$ cat config.mk
export PLATFORM = sky130hd
export DESIGN_NAME = tx_link_scheduler
export DESIGN_NICKNAME = d
export VERILOG_FILES = /design/src/rtl/tx_link_scheduler.sv
export SDC_FILE = /design/constraint.sdc
export NUM_CORES = 1
export LEC_CHECK = 0
export BUFFER_PORTS_ARGS = -buffer_cell sky130_fd_sc_hd__buf_2
export CORE_UTILIZATION = 35
export CTS_BUF_LIST = sky130_fd_sc_hd__clkbuf_4 sky130_fd_sc_hd__clkbuf_8
export DETAILED_ROUTE_END_ITERATION = 10
export HOLD_SLACK_MARGIN = 0.15
export SLEW_MARGIN = 20
export SYNTH_ARGS = -nofsm -noshare
export SYNTH_HDL_FRONTEND = slang
export SYNTH_SLANG_ARGS = --single-unit
$ cat constraint.sdc
create_clock -name clk -period 2 [get_ports clk]
set_input_delay 0.1 -clock clk [delete_from_list [all_inputs] [get_ports clk]]
set_output_delay 0.1 -clock clk [all_outputs]
set_load 0.01 [all_outputs]
$ cat src/rtl/tx_link_scheduler.sv
// tx_link_scheduler: word-rate scheduler for the 8b10b transmit encoder.
// Runs a word timer off the bit clock, sends SYNC_WORDS idle words after reset,
// then shares the encoder between requester A (priority) and requester B
// (granted after MAX_BURST consecutive A words while it waits). A comma/idle
// word is forced after COMMA_INTERVAL consecutive data words.
// Ports: clk, rst (sync, active-low); a_*/b_* valid/ready byte requesters;
// enc_d_in/enc_idle/enc_nextword_enable drive the encoder; src_b flags a B word;
// sync_done goes high once the startup idle words are out.
module tx_link_scheduler #(
  parameter int WORD_CYCLES    = 10,
  parameter int SYNC_WORDS     = 4,
  parameter int COMMA_INTERVAL = 256,
  parameter int MAX_BURST      = 16
) (
  input  logic       clk,
  input  logic       rst,
  input  logic [7:0] a_data,
  input  logic       a_valid,
  output logic       a_ready,
  input  logic [7:0] b_data,
  input  logic       b_valid,
  output logic       b_ready,
  output logic [7:0] enc_d_in,
  output logic       enc_idle,
  output logic       enc_nextword_enable,
  output logic       src_b,
  output logic       sync_done
);
  localparam int TW = WORD_CYCLES > 1 ? $clog2(WORD_CYCLES) : 1;
  localparam int SW = $clog2(SYNC_WORDS + 1);
  localparam int CW = $clog2(COMMA_INTERVAL + 1);
  localparam int BW = $clog2(MAX_BURST + 1);
  localparam logic [TW-1:0] T_LAST = TW'(WORD_CYCLES - 1);
  localparam logic [SW-1:0] S_LAST = SW'(SYNC_WORDS - 1);
  localparam logic [CW-1:0] C_MAX  = CW'(COMMA_INTERVAL);
  localparam logic [BW-1:0] B_MAX  = BW'(MAX_BURST);
  typedef enum logic {SYNC, RUN} state_t;
  state_t        state;
  logic [TW-1:0] timer;
  logic [SW-1:0] sync_cnt;
  logic [CW-1:0] comma_cnt;
  logic [BW-1:0] burst_cnt;
  logic          slot, comma_due, take_a, take_b;
  always_comb begin
    slot      = timer == T_LAST;
    comma_due = comma_cnt == C_MAX;
    take_a    = state == RUN && !comma_due && a_valid && !(b_valid && burst_cnt == B_MAX);
    take_b    = state == RUN && !comma_due && !take_a && b_valid;
    // gated by rst so a reset landing on a slot cycle never completes a handshake
    a_ready   = rst && slot && take_a;
    b_ready   = rst && slot && take_b;
  end
  always_ff @(posedge clk) begin
    if (!rst) begin
      state               <= SYNC;
      timer               <= '0;
      sync_cnt            <= '0;
      comma_cnt           <= '0;
      burst_cnt           <= '0;
      enc_d_in            <= '0;
      enc_idle            <= 1'b1;
      enc_nextword_enable <= 1'b0;
      src_b               <= 1'b0;
      sync_done           <= 1'b0;
    end else begin
      enc_nextword_enable <= slot;
      timer               <= slot ? '0 : timer + 1'b1;
      if (slot) begin
        if (state == SYNC) begin
          enc_idle <= 1'b1;
          src_b    <= 1'b0;
          sync_cnt <= sync_cnt + 1'b1;
          if (sync_cnt == S_LAST) begin
            state     <= RUN;
            sync_done <= 1'b1;
          end
        end else if (take_a || take_b) begin
          enc_idle  <= 1'b0;
          src_b     <= take_b;
          enc_d_in  <= take_b ? b_data : a_data;
          comma_cnt <= comma_cnt + 1'b1;
          // burst only counts A words that were granted while B was waiting
          burst_cnt <= (take_b || !b_valid) ? '0 : burst_cnt + 1'b1;
        end else begin
          enc_idle  <= 1'b1;
          src_b     <= 1'b0;
          comma_cnt <= '0;
          // a forced comma leaves the B starvation count untouched
          if (!comma_due) burst_cnt <= '0;
        end
      end
    end
  end
endmodule

# Word level (Yosys, flattened, before mapping)
# Cells that the tools add are included.
# Widths: inputs -> output; s select.
[totals]
register_bits = 34
latch_bits = 0
mem_bits_rw = 0
romBits = 0
out_inout_bits = 14
n_memories = 0
[classes]
addsub = 4
mul = 0
div = 0
n_lt_le_gt_ge = 0
n_eq_ne = 5
shift = 0
muxes = 11
bitwise_logic = 2
n_reduce_logical = 21
[ops]
columns = ["operator", "count"]
rows = [
  ["$mux 5", 3],
  ["$add 9x1->9 const B", 1],
  ["$eq 9x9->1 const B", 1],
  ["$logic_and 1x1->1", 9],
  ["$mux 9", 1],
  ["$reduce_and 3->1", 3],
  ["$mux 8", 1],
  ["$mux 1", 6],
  ["$add 5x1->5 const B", 1],
  ["$eq 5x5->1 const B", 1],
  ["$add 4x1->4 const B", 1],
  ["$eq 4x4->1 const B", 1],
  ["$logic_not 1->1", 4],
  ["$reduce_and 2->1", 2],
  ["$add 3x1->3 const B", 1],
  ["$eq 3x2->1 const B", 1],
  ["$logic_or 1x1->1", 2],
  ["$ne 2x1->1 const B", 1],
  ["$not 1->1", 2],
  ["$reduce_or 2->1", 1],
]

# Logic depth before layout (Yosys ltp)
# Gate-level depths: netlist of the first run.
[depth]
depth_word = 11
ltp_mapped = 8

# Worst setup path before layout of the first run
# OpenSTA, ideal clock, no wires.
[synth_timing]
path_type = "register -> register"
from = "register comma_cnt[0]"
to = "register comma_cnt[2]"
setup_ps = 72
arrival_time_ps = 1661
slack_ps = 267
stages_incl_launch_ff = 8
cell_sequence = "dfxtp_1 inv_1 ha_1 and4bb_4 a211oi_2 buf_4 nand3b_1 a21oi_1"
[synth_via]
elab_chain_len = 10
word_cells_on_any_way = 11
classes_between = "add/sub (1); eq/ne (1); mux (1); reduce/logical (8)"
[synth_rtl]
columns = ["element", "line", "source"]
rows = [
  ["start, declared", "41", "logic [CW-1:0] comma_cnt;"],
  ["start signal, assigned", "81", "comma_cnt <= comma_cnt + 1'b1;"],
  ["$eq 9x9->1", "46", "comma_due = comma_cnt == C_MAX;"],
  ["$logic_not 1->1", "-", ""],
  ["$logic_and 1x1->1", "47, 48", ""],
  ["$logic_and 1x1->1 (2 in a row)", "47", "take_a = state == RUN && !comma_due && a_valid && !(b_valid && burst_cnt == B_MAX);"],
  ["$logic_not 1->1", "48", "take_b = state == RUN && !comma_due && !take_a && b_valid;"],
  ["$logic_and 1x1->1 (2 in a row)", "48", ""],
  ["$logic_or 1x1->1", "77", "end else if (take_a || take_b) begin"],
  ["$mux 9 (*)", "77", ""],
]
# Mark *: on every way between the ends. The rest lies on a longest branch, timed or not.
# A chain may end at the register's enable or synchronous reset.

# Worst setup path in the final report of the first run
[layout_timing]
from = "register comma_cnt[2]"
to = "register comma_cnt[7]"
# The elaborated chain is that of the path after synthesis.

==> impl_metrics.toml, run 1 <==
[worst_setup_path]
path_class = "reg2reg"
cp_max_fo = 9
rr_worst_depth = 5
reg2reg_from = "comma_cnt[2]$_SDFFE_PN0P_"
r2r_setup_slack_ps = 130
cp_cell_sequence = "or4_4 > o211ai_2 > buf_4 > nor3_1 > o221a_1"
cp_slowest_cell = "or4_4"
worst_path_largest_cell_delay_ps = 600
r2r-end = "comma_cnt[7]$_SDFFE_PN0P_"
cp.required_ps = 2170
start_kind = "register"
critPathArrivalTime_ps = 2040
end_kind = "register"

[pwr]
p_seq_share_pct = 52.5
irDropWorstVdd_mv = 0.382
intPower_uw = 1000
p_comb_share_pct = 6.6
p_sw_share_pct = 23.3
p_sw_uw = 305
p_leak_uw = 0.000889
power_density_nw_per_um2 = 572
power.total_uw = 1310
pwr-share-clk_pct = 40.9

[global_routing]
overflow = 0
grt_max_degree = 16
grt_pass1_wl_um = 7670
antenna_found_initial = 0
grt_pass1_vias = 1655
grt_use_total_pct = 18.7

[floorplan]
rows = 25
core-area_um2 = 4750
start_util_pct = 36.8
ios = 34
die_w_um = 72.7
dieArea_um2 = 5290
die_h_um = 72.7

[route]
dr.pass1.iters = 4
drt_iter0_drc = 73
wl_per_cell_um = 13.8
route.detailed.drc = 0
vias = 1682
antenna_left = 0
vias_per_cell = 5.18
wl_um = 4500

[min_path]
holdPathEnd = "enc_d_in[3]$_SDFFE_PN0P_"
whs_path_depth = 3
hold_start = "b_data[3]"
min_path_type = "in2reg"

[job]
drv_cap = 0

[timing]
clock_skew_ps = 5.95
slew_headroom_pct = 74.3
setup_tns_ps = 0
tightest_slew_ps = 381
setup_violations = 0
hold_viol = 0
fin_crit_sh_pct = 93.4
drv_slew = 0
max_freq_mhz = 535
fin_crit_ps = 1870

[placed_design]
io_buffers = 33
place_inst = 304
place.gp.congestion = 0.860
post-dp-hpwl_um = 3130
placed_cell_area_um2 = 2020

[synthesis]
synth-edff-count = 0
syn-num-nets = 231
netlist_area_um2 = 1750
ys.warnings.count = 0
synth_area_leaders = "dfxtp_1, o21ai_0, ha_1, a21oi_1, nor2_1"
synthDistinctLibCells = 48
synth_cells = 203
synth_area_leader_cell = "dfxtp_1"
ys_ff_latch = 34
synth-async-reset-ratio_pct = 0
ys.flop_type = "dfxtp_1"
ys_seq_area_share_pct = 38.9
avgSynthCellArea_um2 = 8.62
yosysTopAreaCellShare_pct = 38.9

[cts]
htree_levels = 2
insertion_delay_ps = 280
clockBufferDepth = 2
cts_buffers = 5
clock-sinks = 34
cts_root_buf = "clkbuf_8"
clk_pin_slew_ps = 70
cts_tree = "yes"

[final_layout]
antenna_cells = 0
design_area_um2 = 2290
fin_cells = 325
drive_gt1_share_pct = 26.0
final_common_cell = "dfxtp_1"
final_nets = 285
layout_common_cells = "dfxtp_1, buf_2, nor2_1"
fin_util_pct = 48.2
area_delta_synth_final_pct = 30.8

[status]
status = "finished, final reports clean"
-- cell type report --
cell class,instances,area (um2)
flip-flops and latches,34,681
clock inverters,2,12.5
clock buffers,6,82.6
inverters,9,33.8
repair buffers,56,374
fillers,477,2460
well taps,67,83.8
multi-input cells,151,1020
-- cell usage after synthesis (2+ instances only) --
cell type   n
a32oi_1     2
nor2_1     22
a41oi_1     8
a211oi_1    4
or3_1       2
and2_1      2
a31oi_1     5
nor3_1      2
a311oi_1    3
a21oi_1    17
xnor2_1     5
dfxtp_1    34
o21a_1      2
ha_1        8
and3_2      2
nand3_1    10
clkbuf_1    2
nand2_1    12
or3_2       2
o21ai_0    21
inv_1       8
buf_2       4
-- cells by family after synthesis --
logic type               synth area share, %
adder cells (fa/ha/maj)                 5.72
flip-flops                              38.9
AO/OA/AOI/OAI                           26.4
buffers and inverters                   4.79
XOR/XNOR                                3.00
AND/OR/NAND/NOR                         21.2
-- stage by stage --
step / hold slack, ps / setup slack, ps
floorplan: 255 / 267
global placement: 369 / 141
detailed placement: 369 / 184
CTS: 151 / 22.7
global route: 164 / -2.70
finish: 154 / 132
-- state kept, by name, indices dropped and copies added (netlist names) --
| register | flops |
|---|---|
| timer | 4 |
| comma_cnt | 9 |
| src_b | 1 |
| sync_cnt | 3 |
| enc_d_in | 8 |
| burst_cnt | 5 |
| enc_idle | 1 |
| state | 1 |
| enc_nextword_enable | 1 |
| sync_done | 1 |
-- worst max-delay path: cells and delay by family, from the launching register on --
family	cells	cell delay, ps
flip-flops	1	380
AO/OA/AOI/OAI	2	500
buffers and inverters	1	220
AND/OR/NAND/NOR	2	660
-- worst max-delay path by stage --
stage	startpoint	slack [ps]	to
global placement	comma_cnt[2]$_SDFFE_PN0P_	140	comma_cnt[7]$_SDFFE_PN0P_
finish	comma_cnt[2]$_SDFFE_PN0P_	130	comma_cnt[7]$_SDFFE_PN0P_
CTS	comma_cnt[2]$_SDFFE_PN0P_	20	b_ready
floorplan	comma_cnt[0]$_SDFFE_PN0P_	270	comma_cnt[2]$_SDFFE_PN0P_
global route	comma_cnt[0]$_SDFFE_PN0P_	-3	comma_cnt[4]$_SDFFE_PN0P_
detailed placement	comma_cnt[2]$_SDFFE_PN0P_	180	comma_cnt[7]$_SDFFE_PN0P_
-- metal layers --
layer / up-vias / share of wire [%] / GRT usage, %
li1: 863 / - / -
met1: 778 / 48 / 25.2
met2: 39 / 46 / 30.3
met3: 2 / 5.0 / 3.87
met4: 0 / 0.64 / 5.01
met5: - / 0 / 0
-- power by group through the flow --
stage	clock (uW)	sequential, uW	combinational, uW
3_5_place_dp	0	703	65.4
4_1_cts	551	687	85.6
3_3_place_gp	0	703	65.5
5_1_grt	579	689	95.8
2_1_floorplan	0	702	33.9
6_report	536	687	86.8
-- timing repair --
action	CTS	global route
hold buffers	13	0
buffers inserted	0	0
hold endpoints to repair	9	0
endpoints found under the setup margin	2	3
cloned	0	0
resized for setup	2	5
Note: power is estimated with default switching activity, not from simulation.
==> inputs of run 2 (changes only) <==
Clock period 2 ns to 2.1 ns, I/O delays scaled along.
==> run 2 against run 1 <==
Compared with the run above: clock skew fell by 1.8 ps; utilization fell by 1.6 points; total power fell by 5.8%.
==> impl_metrics.toml, run 2 (synthesis gave the netlist of run 1 again) <==
[worst_setup_path]
critPathArrivalTime_ps = 1860
startpoint = "comma_cnt[2]$_SDFFE_PN0P_"
r2r-end = "comma_cnt[8]$_SDFFE_PN0P_"
cp.depth = 4
worstPathBufferInverterCount = 1
cp_cell_sequence = "or4_4 > o21ai_2 > nor4_2 > buf_2"
worst_path_largest_cell_delay_ps = 580
cp_max_fo = 10
rr_worst_depth = 7
crit_end = "b_ready"
r2r_setup_slack_ps = 320
reg2reg_from = "comma_cnt[0]$_SDFFE_PN0P_"
start_kind = "register"
cp_slowest_cell = "or4_4"
end_kind = "output port"
path_class = "reg2out"
path_delay_family = "simple AND/OR/NAND/NOR gates"
cp.required_ps = 2000

[floorplan]
start_util_pct = 36.8
die_w_um = 72.7
dieArea_um2 = 5290
core-area_um2 = 4750
rows = 25
die_h_um = 72.7
ios = 34

[route]
vias_per_cell = 5.21
antenna_left = 0
wl_met1_um = 2230
wl_um = 4370
wl_per_cell_um = 13.7
vias = 1668
route.met2.wl_um = 1900
dr.pass1.iters = 4
maxUsedRoutingLayer = "met4"
wl_met3_um = 184
drt_iter0_drc = 74
route.detailed.drc = 0

[pwr]
power_density_nw_per_um2 = 557
p_leak_uw = 0.000861
irDropWorstVdd_mv = 0.341

[final_layout]
antenna_cells = 0
drive_gt1_share_pct = 25.3
area_delta_synth_final_pct = 26.4
reg.largest.list = "comma_cnt: 9 flops, enc_d_in: 8 flops, burst_cnt: 5 flops"
largest_reg_flops = 9
regMostFlops = "comma_cnt"
final_common_cell = "dfxtp_1"
design_area_um2 = 2210
final_nets = 280
layout_common_cells = "dfxtp_1, buf_2, nor2_1"

[cts]
clockBufferDepth = 2
cts_buffers = 5
cts_root_buf = "clkbuf_8"
clock-sinks = 34
htree_levels = 2
clk_pin_slew_ps = 70
cts_tree = "yes"
insertion_delay_ps = 290

[placed_design]
io_buffers = 33
placed_cell_area_um2 = 2010
post-dp-hpwl_um = 3120
place.gp.congestion = 0.849

[timing]
tightest_slew_ps = 443
fin_crit_ps = 1960
clock_skew_ps = 4.11
fin_crit_sh_pct = 93.5
setup_tns_ps = 0
slew_headroom_pct = 70.4
max_freq_mhz = 510
setup_violations = 0
rsz0062_at_grt = "false"
drv_slew = 0
hold_viol = 0

[job]
drv_cap = 0

[global_routing]
grt_max_degree = 20
overflow = 0
antenna_found_initial = 0
grt_pass1_vias = 1566
grt_pass1_wl_um = 7150
grt_use_total_pct = 18.0

[min_path]
min_path_type = "in2reg"

[status]
status = "finished, final reports clean"
## run 2: cell types whose count changed in the layout (fill, tap and decap cells not counted), sizes merged
cell	before	now
buf	43	41
dlygate4sd3	13	10
## run 2: worst min-delay path by stage
| stage | to | cells past startpoint | startpoint |
|---|---|---|---|
| after floorplan | enc_d_in[0]$_SDFFE_PN0P_ | 2 | a_data[0] |
| after global placement | enc_d_in[3]$_SDFFE_PN0P_ | 3 | a_data[3] |
| after detailed placement | enc_d_in[6]$_SDFFE_PN0P_ | 3 | a_data[6] |
| after CTS | enc_d_in[7]$_SDFFE_PN0P_ | 3 | b_data[7] |
| after global routing | enc_d_in[5]$_SDFFE_PN0P_ | 3 | b_data[5] |
| final | enc_d_in[7]$_SDFFE_PN0P_ | 3 | b_data[7] |
## run 2: cell type report
type / instances / area [um2]
fillers: 493 / 2540
multi-input cells: 151 / 995
well taps: 67 / 83.8
repair buffers: 51 / 325
clock buffers: 6 / 82.6
clock inverters: 2 / 12.5
inverters: 9 / 33.8
flip-flops and latches: 34 / 681
## run 2: worst reg2reg max path, cell delays in order (launching register included)
cell and delay (ps):
dfxtp_1 380, inv_1 90, ha_1 220, and4bb_4 240, a211oi_2 180, buf_4 250, o21ai_1 90, a311oi_1 240
## run 2: per-stage QoR
stage / std cells / utilization, % / worst slack (ps) / hold slack [ps] / power [uW]
after global placement: 302 / 42.3 / 379 / 371 / 732
after CTS: 320 / 46.4 / 77.9 / 152 / 1250
after global routing: 320 / 46.6 / 40.7 / 165 / 1290
after floorplan: 203 / - / 367 / 260 / 701
after detailed placement: 302 / 42.3 / 348 / 372 / 732
final: 320 / 46.6 / 137 / 151 / 1230
## run 2: layer usage
layer,GRT usage [%],up-vias
li1,-,851
met5,0,-
met4,8.50,0
met2,28.0,32
met3,3.87,5
met1,23.6,780
## run 2: report_power, final
part / switching, uW / internal, uW
Clock: 238 / 263
Sequential: 5.23 / 650
Combinational: 37.8 / 39.9
Total: 281 / 953
## run 2: timing repair
| action | 4_1_cts | 5_1_grt |
|---|---|---|
| hold buffers | 10 | 0 |
| hold endpoints to repair | 9 | 0 |
| buffers inserted | 0 | 0 |
| gates resized for setup | 0 | 2 |
| setup endpoints to repair | 0 | 2 |
